**src/rtl/stopwatch_ctrl.sv**
```systemverilog
// stopwatch_ctrl: single-clock stopwatch sequencer.
// A prescaler turns the system clock into a centisecond tick enable. A
// start/stop/lap/reset state machine drives a BCD mm:ss.cc counter and the
// registered display outputs, including the frozen lap snapshot.
// Optional build macro DEBOUNCE_EN inserts a 2-flop synchroniser and a
// DB_CYCLES stability debouncer in front of the button edge detectors.
module stopwatch_ctrl #(
    parameter int CLK_HZ    = 50000000,
    parameter int TICK_HZ   = 100,
    parameter int DB_CYCLES = 500000
) (
    input  logic       clk,
    input  logic       rst,
    input  logic       start_stop,
    input  logic       lap_reset,
    output logic       running,
    output logic       lap_active,
    output logic [7:0] cs_bcd,
    output logic [7:0] sec_bcd,
    output logic [7:0] min_bcd,
    output logic       overflow,
    output logic       tick
);

    localparam int DIV = CLK_HZ / TICK_HZ;
    localparam int PW  = $clog2(DIV);
    localparam logic [PW-1:0] PRESC_MAX = PW'(DIV - 1);
    // Counter layout: {min_hi, min_lo, sec_hi, sec_lo, cs_hi, cs_lo}
    localparam logic [23:0] CNT_MAX = 24'h995999;

    typedef enum logic [1:0] {
        ST_IDLE  = 2'd0,
        ST_RUN   = 2'd1,
        ST_LAP   = 2'd2,
        ST_PAUSE = 2'd3
    } state_t;

    // Reject configurations the prescaler and debouncer cannot honour.
    if (DIV < 2 || DB_CYCLES < 1) begin : g_bad_cfg
        $error("stopwatch_ctrl: CLK_HZ/TICK_HZ must be >= 2 and DB_CYCLES >= 1");
    end

    // BCD increment of the packed counter; each nibble wraps at its own limit
    // and carries into the next. The top digit wrap is never reached because
    // saturation is caught before the increment is applied.
    function automatic logic [23:0] bcd_inc(input logic [23:0] c);
        logic [23:0] r;
        r = c;
        if (c[3:0] != 4'd9) begin
            r[3:0] = c[3:0] + 4'd1;
        end else begin
            r[3:0] = 4'd0;
            if (c[7:4] != 4'd9) begin
                r[7:4] = c[7:4] + 4'd1;
            end else begin
                r[7:4] = 4'd0;
                if (c[11:8] != 4'd9) begin
                    r[11:8] = c[11:8] + 4'd1;
                end else begin
                    r[11:8] = 4'd0;
                    if (c[15:12] != 4'd5) begin
                        r[15:12] = c[15:12] + 4'd1;
                    end else begin
                        r[15:12] = 4'd0;
                        if (c[19:16] != 4'd9) begin
                            r[19:16] = c[19:16] + 4'd1;
                        end else begin
                            r[19:16] = 4'd0;
                            if (c[23:20] != 4'd9) begin
                                r[23:20] = c[23:20] + 4'd1;
                            end else begin
                                r[23:20] = 4'd0;
                            end
                        end
                    end
                end
            end
        end
        return r;
    endfunction

    logic [1:0]    btn_lvl_s;      // {lap_reset, start_stop} as seen by the edge detectors
    logic          ss_prev_q, lr_prev_q;
    logic          ev_ss_s, ev_lr_s;
    state_t        state_q, state_d;
    logic [PW-1:0] presc_q, presc_d;
    logic [23:0]   cnt_q, cnt_d, cnt_post_s;
    logic [23:0]   snap_q, snap_d;
    logic [23:0]   disp_q, disp_d;
    logic          ovf_q, ovf_d;
    logic          running_q, running_d;
    logic          lap_q, lap_d;
    logic          tick_q, tick_d;
    logic          counting_s, tick_s, sat_s, idle_entry_s;

`ifdef DEBOUNCE_EN
    localparam int DBW = $clog2(DB_CYCLES + 1);
    localparam logic [DBW-1:0] DB_LAST = DBW'(DB_CYCLES - 1);

    logic [1:0]     sync1_q, sync2_q;
    logic [1:0]     db_lvl_q;
    logic [DBW-1:0] db_cnt_q [2];

    // Two-flop synchroniser; idles high so a held button cannot fire on reset exit.
    always_ff @(posedge clk) begin
        if (rst) begin
            sync1_q <= 2'b11;
            sync2_q <= 2'b11;
        end else begin
            sync1_q <= {lap_reset, start_stop};
            sync2_q <= sync1_q;
        end
    end

    // Per-button debouncer: adopt the new level after DB_CYCLES stable cycles.
    always_ff @(posedge clk) begin
        for (int i = 0; i < 2; i++) begin
            if (rst) begin
                db_lvl_q[i] <= 1'b1;
                db_cnt_q[i] <= '0;
            end else if (sync2_q[i] == db_lvl_q[i]) begin
                db_cnt_q[i] <= '0;
            end else if (db_cnt_q[i] == DB_LAST) begin
                db_lvl_q[i] <= sync2_q[i];
                db_cnt_q[i] <= '0;
            end else begin
                db_cnt_q[i] <= db_cnt_q[i] + 1'b1;
            end
        end
    end

    assign btn_lvl_s = db_lvl_q;
`else
    assign btn_lvl_s = {lap_reset, start_stop};
`endif

    // Rising-edge events; start_stop wins when both buttons fire together.
    always_comb begin
        ev_ss_s = btn_lvl_s[0] & ~ss_prev_q;
        ev_lr_s = btn_lvl_s[1] & ~lr_prev_q & ~ev_ss_s;
    end

    // Tick and saturation decode; the tick is applied before any button action.
    always_comb begin
        counting_s = (state_q == ST_RUN) || (state_q == ST_LAP);
        tick_s     = counting_s && (presc_q == PRESC_MAX);
        sat_s      = tick_s && (cnt_q == CNT_MAX);
        if (tick_s && !sat_s) begin
            cnt_post_s = bcd_inc(cnt_q);
        end else begin
            cnt_post_s = cnt_q;
        end
    end

    // FSM state register.
    always_ff @(posedge clk) begin
        if (rst) begin
            state_q <= ST_IDLE;
        end else begin
            state_q <= state_d;
        end
    end

    // FSM next-state logic; saturation overrides any button event.
    always_comb begin
        state_d = state_q;
        if (sat_s) begin
            state_d = ST_PAUSE;
        end else begin
            case (state_q)
                ST_IDLE: begin
                    if (ev_ss_s) state_d = ST_RUN;
                    else         state_d = ST_IDLE;
                end
                ST_RUN: begin
                    if (ev_ss_s)      state_d = ST_PAUSE;
                    else if (ev_lr_s) state_d = ST_LAP;
                    else              state_d = ST_RUN;
                end
                ST_LAP: begin
                    if (ev_ss_s)      state_d = ST_PAUSE;
                    else if (ev_lr_s) state_d = ST_RUN;
                    else              state_d = ST_LAP;
                end
                ST_PAUSE: begin
                    if (ev_ss_s && !ovf_q) state_d = ST_RUN;
                    else if (ev_lr_s)      state_d = ST_IDLE;
                    else                   state_d = ST_PAUSE;
                end
                default: state_d = ST_IDLE;
            endcase
        end
    end

    // FSM outputs and datapath next values (prescaler, counter, snapshot, display).
    always_comb begin
        idle_entry_s = (state_d == ST_IDLE) && (state_q != ST_IDLE);
        if (idle_entry_s) begin
            presc_d = '0;
            cnt_d   = '0;
            ovf_d   = 1'b0;
        end else begin
            if (counting_s) begin
                presc_d = tick_s ? '0 : presc_q + 1'b1;
            end else begin
                presc_d = presc_q;
            end
            cnt_d = cnt_post_s;
            ovf_d = ovf_q | sat_s;
        end
        if ((state_q == ST_RUN) && (state_d == ST_LAP)) begin
            snap_d = cnt_post_s;
        end else begin
            snap_d = snap_q;
        end
        disp_d    = (state_d == ST_LAP) ? snap_d : cnt_d;
        running_d = (state_d == ST_RUN) || (state_d == ST_LAP);
        lap_d     = (state_d == ST_LAP);
        tick_d    = tick_s;
    end

    // Datapath and output registers; button history idles high through reset.
    always_ff @(posedge clk) begin
        if (rst) begin
            ss_prev_q <= 1'b1;
            lr_prev_q <= 1'b1;
            presc_q   <= '0;
            cnt_q     <= 24'h000000;
            snap_q    <= 24'h000000;
            disp_q    <= 24'h000000;
            ovf_q     <= 1'b0;
            running_q <= 1'b0;
            lap_q     <= 1'b0;
            tick_q    <= 1'b0;
        end else begin
            ss_prev_q <= btn_lvl_s[0];
            lr_prev_q <= btn_lvl_s[1];
            presc_q   <= presc_d;
            cnt_q     <= cnt_d;
            snap_q    <= snap_d;
            disp_q    <= disp_d;
            ovf_q     <= ovf_d;
            running_q <= running_d;
            lap_q     <= lap_d;
            tick_q    <= tick_d;
        end
    end

    assign running    = running_q;
    assign lap_active = lap_q;
    assign min_bcd    = disp_q[23:16];
    assign sec_bcd    = disp_q[15:8];
    assign cs_bcd     = disp_q[7:0];
    assign overflow   = ovf_q;
    assign tick       = tick_q;

endmodule

```
**config.mk**
```make
export PLATFORM = sky130hd
export DESIGN_NAME = stopwatch_ctrl
export DESIGN_NICKNAME = d
export VERILOG_FILES = /design/src/rtl/stopwatch_ctrl.sv
export SDC_FILE = /design/constraint.sdc
export NUM_CORES = 1
export LEC_CHECK = 0
export CORE_ASPECT_RATIO = 0.75
export CORE_MARGIN = 1
export CORE_UTILIZATION = 40
export DETAILED_ROUTE_END_ITERATION = 10
export GPL_ROUTABILITY_DRIVEN = 0
export HOLD_SLACK_MARGIN = 0.05
export SYNTH_ARGS = -nofsm -noshare
export SYNTH_HDL_FRONTEND = slang
export SYNTH_SLANG_ARGS = --single-unit
```
**constraint.sdc**
```tcl
create_clock -name clk -period 2.9 [get_ports clk]
set_clock_uncertainty 0.2 [all_clocks]
set_input_delay 0.435 -clock clk [delete_from_list [all_inputs] [get_ports clk]]
set_output_delay 0.435 -clock clk [all_outputs]
set_load 0.01 [all_outputs]
```
==> Word level (Yosys, flattened, before mapping) <==
Cells that the tools add are included.
{ "word_totals": {"reg_bits": 99, "inputBits": 4, "output_inout_bits": 28, "word_cells": 77} }
{ "classes": {"addsub": 7, "eq_ne": 13, "mux": 25, "n_bitwise": 7, "n_reduce_logical": 14} }
{ "ops": {"columns": ["cell", "n"], "rows": [
  ["$mux 24", 4],
  ["$mux 4", 7],
  ["$add 4x1->4 const B", 6],
  ["$eq 24x24->1 const B", 1],
  ["$mux 20", 1],
  ["$ne 4x4->1 const B", 5],
  ["$add 19x1->19 const B", 1],
  ["$eq 19x19->1 const B", 1],
  ["$mux 19", 1],
  ["$mux 16", 1],
  ["$mux 2", 7],
  ["$mux 12", 1],
  ["$mux 8", 1],
  ["$pmux 2 s4", 1],
  ["$eq 2x2->1 const B", 3],
  ["$logic_and 1x1->1", 6],
  ["$eq 2x1->1 const B", 2],
  ["$logic_not 2->1", 2],
  ["$ne 4x3->1 const B", 1],
  ["$and 1x1->1", 3],
  ["$not 1->1", 3],
  ["$logic_not 1->1", 2],
  ["$logic_or 1x1->1", 2],
  ["$reduce_bool 2->1", 1],
  ["3 further kinds", 3]
]} }

==> Longest topological paths before layout <==
{ "logic_depth": {"depth_word": 12, "depth_mapped": 14, "ltp_nobuf": 12} }

==> Worst setup path before layout <==
No wires, ideal clock.
{ "synth_path": {"path_kind": "register -> register", "start": "reg state_q[0]", "end": "reg snap_q[14]", "setup_time_ns": 0.086, "arrival_ns": 2.953, "required_ns": 2.614, "slack_ns": -0.339, "path_stages_with_launch": 14, "n_path_buf": 3, "path_cell_list": "dfxtp_1 inv_1 ha_1 and4_1 clkbuf_1 nand4_1 nor4_1 a21o_1 ha_1 and2_1 clkbuf_1 clkbuf_1 nor2_1 a211oi_1"} }
{ "synth_between": {"elab_chain_cells": 8, "word_cells_on_any_way": 15} }
{ "synth_lines": {"columns": ["item", "line_no", "rtl"], "rows": [
  ["start: declaration", "85", "state_t state_q, state_d;"],
  ["start signal: assignment", "160", "state_q <= state_d;"],
  ["$eq 2x1->1 / $eq 2x2->1 (equally long branches)", "145", "counting_s = (state_q == ST_RUN) || (state_q == ST_LAP);"],
  ["$logic_or 1x1->1 (*)", "145", null],
  ["via counting_s", "94", "logic counting_s, tick_s, sat_s, idle_entry_s;"],
  ["$logic_and 1x1->1 (*)", "146", "tick_s = counting_s && (presc_q == PRESC_MAX);"],
  ["$logic_and 1x1->1 (*)", "147", "sat_s = tick_s && (cnt_q == CNT_MAX);"],
  ["$mux 2 (*)", "167", "if (sat_s) begin"],
  ["$eq 2x2->1 (*)", null, null],
  ["via lap_d", "92", "logic lap_q, lap_d;"],
  ["$logic_and 1x1->1 (*)", "211", "if ((state_q == ST_RUN) && (state_d == ST_LAP)) begin"],
  ["$mux 24 (*)", "211", null],
  ["end signal: assignment", "240", "snap_q <= snap_d;"],
  ["end: declaration", "88", "logic [23:0] snap_q, snap_d;"]
]} }
Mark *: on every way through the listed nets, which the timed path passes. The rest lies on a longest branch.
A chain may end at the register's enable or synchronous reset.

==> Final worst setup path <==
{ "layout_path": {"start": "reg cnt_q[18]", "end": "reg disp_q[8]"} }
{ "layout_between": {"elab_chain_cells": 7, "word_cells_on_any_way": 13} }
{ "layout_lines": {"columns": ["item", "line_no", "rtl"], "rows": [
  ["start: declaration", "87", "logic [23:0] cnt_q, cnt_d, cnt_post_s;"],
  ["start signal: assignment", "239", "cnt_q <= cnt_d;"],
  ["$eq 24x24->1 (*)", "147", null],
  ["$logic_and 1x1->1 (*)", "147", null],
  ["$mux 2 (*)", "167", null],
  ["$eq 2x2->1 (*)", null, null],
  ["via lap_d", "92", null],
  ["$logic_and 1x1->1", "211", null],
  ["$mux 24", "211", null],
  ["$mux 24 (*)", "216", "disp_d = (state_d == ST_LAP) ? snap_d : cnt_d;"],
  ["end signal: assignment", "241", "disp_q <= disp_d;"],
  ["end: declaration", "89", "logic [23:0] disp_q, disp_d;"]
]} }
Marked as above.

==> flow_summary.toml <==
[cts]
cts_tree = "done"
clock_insertion_delay_worst_skew_ps = 340
cts.clk_slew.worst_paths_ps = 70
clock-sinks = 99
clock_tree.htree_level_count = 3
cts-hold-fix-buffers = 0
cts_inserted_buffers = 9
clockRootBuffer = "clkbuf_16"
clock_tree.buffer_depth = 2

[detailed_routing]
post_drt_via_cell_ratio = 5.249
finalWirelength_mm = 10.64
number_of_drc_markers_after_the_initial_detailed_route_iteration = 294
drt.antenna.violating_nets = 0
route.vias.total = 3585
detail_route.first_pass.iterations = 4
wl_per_cell_um = 15.57
drc = 0

[grt]
via_count_of_the_first_global_routing_pass = 3219
gr-usage-all-layers_pct = 18.64
pin_count_of_the_biggest_net_entering_global_routing = 28
grt_antenna_before_repair = 0
grt_first_pass_wirelength_mm = 15.44
overflow = 0

[cells_and_area]
syn2layout_area_growth_pct = 42.87
post_route_cells_drive_above_1_share_pct = 31.40
diodes = 0
postLayoutCellArea_um2 = 5808
layout.nets = 556
layout.core_utilization_pct = 59.42
filler_cell_count = 858

[synthesis]
synth.mux.area_fraction_pct = 1.754
netlist_area_um2 = 4065
post_synth_num_cell_types = 49
dominant_combinational_cell_family_by_area_after_synthesis = "simple AND/OR/NAND/NOR gates"
yosys.area_share.xor_xnor_pct = 6.248
ys_warn_count = 0
synth_compound_area_share_pct = 13.20
synth_area_per_cell_um2 = 8.876
syn-instance-count = 458
synthSimpleGateAreaFrac_pct = 25.18
yosysSeqAreaShare_pct = 48.75
yosys.area_share.adder_pct = 1.847
synth-seq-cells = 99
ys_async_sr_fraction_pct = 0
syn_nets = 468
synthFlopType = "dfxtp_1"
synth_enable_flop_cells = 0

[critical_path]
critical_path.slowest_cell = "dfxtp_2"
reg2regPathDepth = 13
worstSetupPathDepth = 13
worst-path-buf-inv = 4
worstSetupPathType = "flop to flop"
end_kind = "flop"
cp.arrival_ps = 2960
timing.critical_path.required_ps = 2970
path_delay_family = "simple AND/OR/NAND/NOR gates"
timing.critical_path.cells = "nor4bb_4, buf_4, nand4_1, nor4_4, buf_4, or2_4, inv_4, ha_4, and2_4, nor2_4, clkbuf_16, nand2_2, o21ai_1"
timing.critical_path.from_type = "flop"
crit_path_max_fanout = 6
r2r_setup_slack_ps = 7
critical-path-top-cell-by-count = "buf_4"
critical-path-max-stage-delay_ps = 340

[floorplan]
placement_rows = 31
die_area_um2 = 10570
floorplan.initialDensity_pct = 41.59
num_io_pins = 32
fp.dieH_um = 89.31
core_area_um2 = 9774
floorplan.die.width_um = 118.4

[sta]
finalSetupViolCount = 0
final_report_hold_violation_count = 0
tightest_slew_ps = 571.3
timing_max_transition_violations_final = 0
rsz0062_at_grt = "yes"
layout_worst_path_cycle_share_pct = 99.76
fin_crit_ps = 2893
slew_headroom_pct = 61.68
fmaxAchievable_mhz = 345.7

[min_path]
hold_path_depth = 2
min-delay-path-class = "flop to flop"

[run]
drv_cap = 0

[power]
power_density_nw_per_um2 = 463.7
irDropWorstVdd_mv = 0.3077
total_leakage_power_nw = 2.228

[placement]
dpl_cell_area_um2 = 4927
numPortBuffers = 31
hpwl_mm = 6.127

[status]
outcome = "completed"
[flip-flops by register name, summed over array words and instances, names as in the netlist]
| signal | cells |
|---|---|
| cnt_q | 24 |
| disp_q | 24 |
| snap_q | 24 |
| presc_q | 19 |
| state_q | 2 |
| lap_active | 1 |
| lr_prev_q | 1 |
| overflow | 1 |
| running | 1 |
| ss_prev_q | 1 |
| tick | 1 |
[what timing repair did]
action,4_1_cts,5_1_grt
endpoints found under the setup margin,47,47
resized for setup,17,100
buffers inserted,0,3
cloned,1,8
pin swaps,1,26
[Yosys cell counts, types with 2 or more instances]
master / instances / area share (%)
nor4b_1: 2 / 0.43
nand2b_1: 7 / 1.1
nor2b_1: 7 / 1.1
nor4bb_1: 4 / 0.98
mux2i_1: 6 / 1.5
a221oi_1: 2 / 0.43
nor3b_1: 4 / 0.74
a22oi_1: 3 / 0.55
nor2_1: 86 / 7.9
nor3_1: 8 / 0.98
ha_1: 6 / 1.8
o2111ai_1: 2 / 0.43
or2_2: 4 / 0.62
nand4_1: 13 / 2.0
a21oi_1: 8 / 0.98
dfxtp_1: 99 / 49
clkbuf_1: 16 / 1.5
and4_1: 2 / 0.43
o211ai_1: 2 / 0.37
nand3_1: 12 / 1.5
xnor2_1: 12 / 2.6
and3_1: 7 / 1.1
buf_2: 2 / 0.25
xor2_1: 17 / 3.7
nand2_1: 32 / 3.0
inv_1: 14 / 1.3
o21ai_0: 27 / 3.3
a21o_1: 3 / 0.55
o21a_1: 2 / 0.37
a211oi_1: 23 / 4.2
and2_1: 5 / 0.77
nor4_1: 4 / 0.62
[layout make-up]
class / count / area, um^2 / share of cell area (%)
repair buffers: 95 / 950.9 / 16.37
clock buffers: 9 / 225.2 / 3.878
multi-input cells: 327 / 2337 / 40.24
inverters: 14 / 55.05 / 0.9479
flip-flops and latches: 99 / 1984 / 34.17
well taps: 132 / 165.2 / 2.844
clock inverters: 7 / 90.09 / 1.551
[cells in the final DEF (no fill, tap or decap), drive strengths merged, types with 7 or more instances in the layout]
master / netlist / layout
a211oi: 24 / 24
a21oi: 8 / 8
and3: 7 / 7
buf: 2 / 59
clkbuf: 16 / 14
clkdlybuf4s50: 0 / 31
dfxtp: 99 / 99
inv: 14 / 19
nand2: 32 / 32
nand2b: 7 / 7
nand3: 12 / 12
nand4: 13 / 13
nor2: 86 / 86
nor2b: 7 / 7
nor3: 8 / 8
o21ai: 28 / 28
xnor2: 12 / 12
xor2: 17 / 17
[power by group]
part,switching [mW],total (mW),internal [mW]
clock network,0.559,1.25,0.695
logic,0.0468,0.0745,0.0277
registers,0.00192,1.36,1.36
[stage by stage]
step	setup slack (ps)	total power, mW	std cells	hold slack, ps	TNS (ps)
2_1_floorplan	-13.73	1.433	458	225.7	-389.3
3_3_place_gp	-86.24	1.462	655	236.3	-1320
3_5_place_dp	-101.0	1.463	655	243.6	-2925
4_1_cts	-56.68	2.710	672	263.8	-1041
5_1_grt	-147.7	2.789	683	287.1	-3097
6_report	6.898	2.693	683	264.2	0
[logic make-up after synthesis]
| kind of cell | after synthesis |
|---|---|
| AO/OA/AOI/OAI | 81 |
| XOR/XNOR | 29 |
| adder cells (fa/ha/maj) | 6 |
| buffers and inverters | 32 |
| flip-flops | 99 |
| multiplexers | 7 |
| AND/OR/NAND/NOR | 204 |
[worst paths after layout]
check                                   to        from
worst max-delay path             disp_q[8]   cnt_q[18]
worst min-delay path            disp_q[22]  snap_q[22]
worst max register to register   disp_q[8]   cnt_q[18]
worst min register to register  disp_q[22]  snap_q[22]
[layer usage]
layer  vias to the layer above  GRT usage, %  part of all wire [%]
met3                        21         4.337                   4.0
met1                      1720         25.29                    50
met5                         -             0                     0
met4                         0         6.904                   1.9
met2                        70         29.30                    44
li1                       1774             -                     -
[worst reg2reg max path, stage by stage (launching register included)]
cell and delay (ps):
dfxtp_2 340, nor4bb_4 300, buf_4 160, nand4_1 210
nor4_4 340, buf_4 170, or2_4 130, inv_4 40
ha_4 160, and2_4 170, nor2_4 230, clkbuf_16 230
nand2_2 50, o21ai_1 90
(Power assumes the default switching activity.)
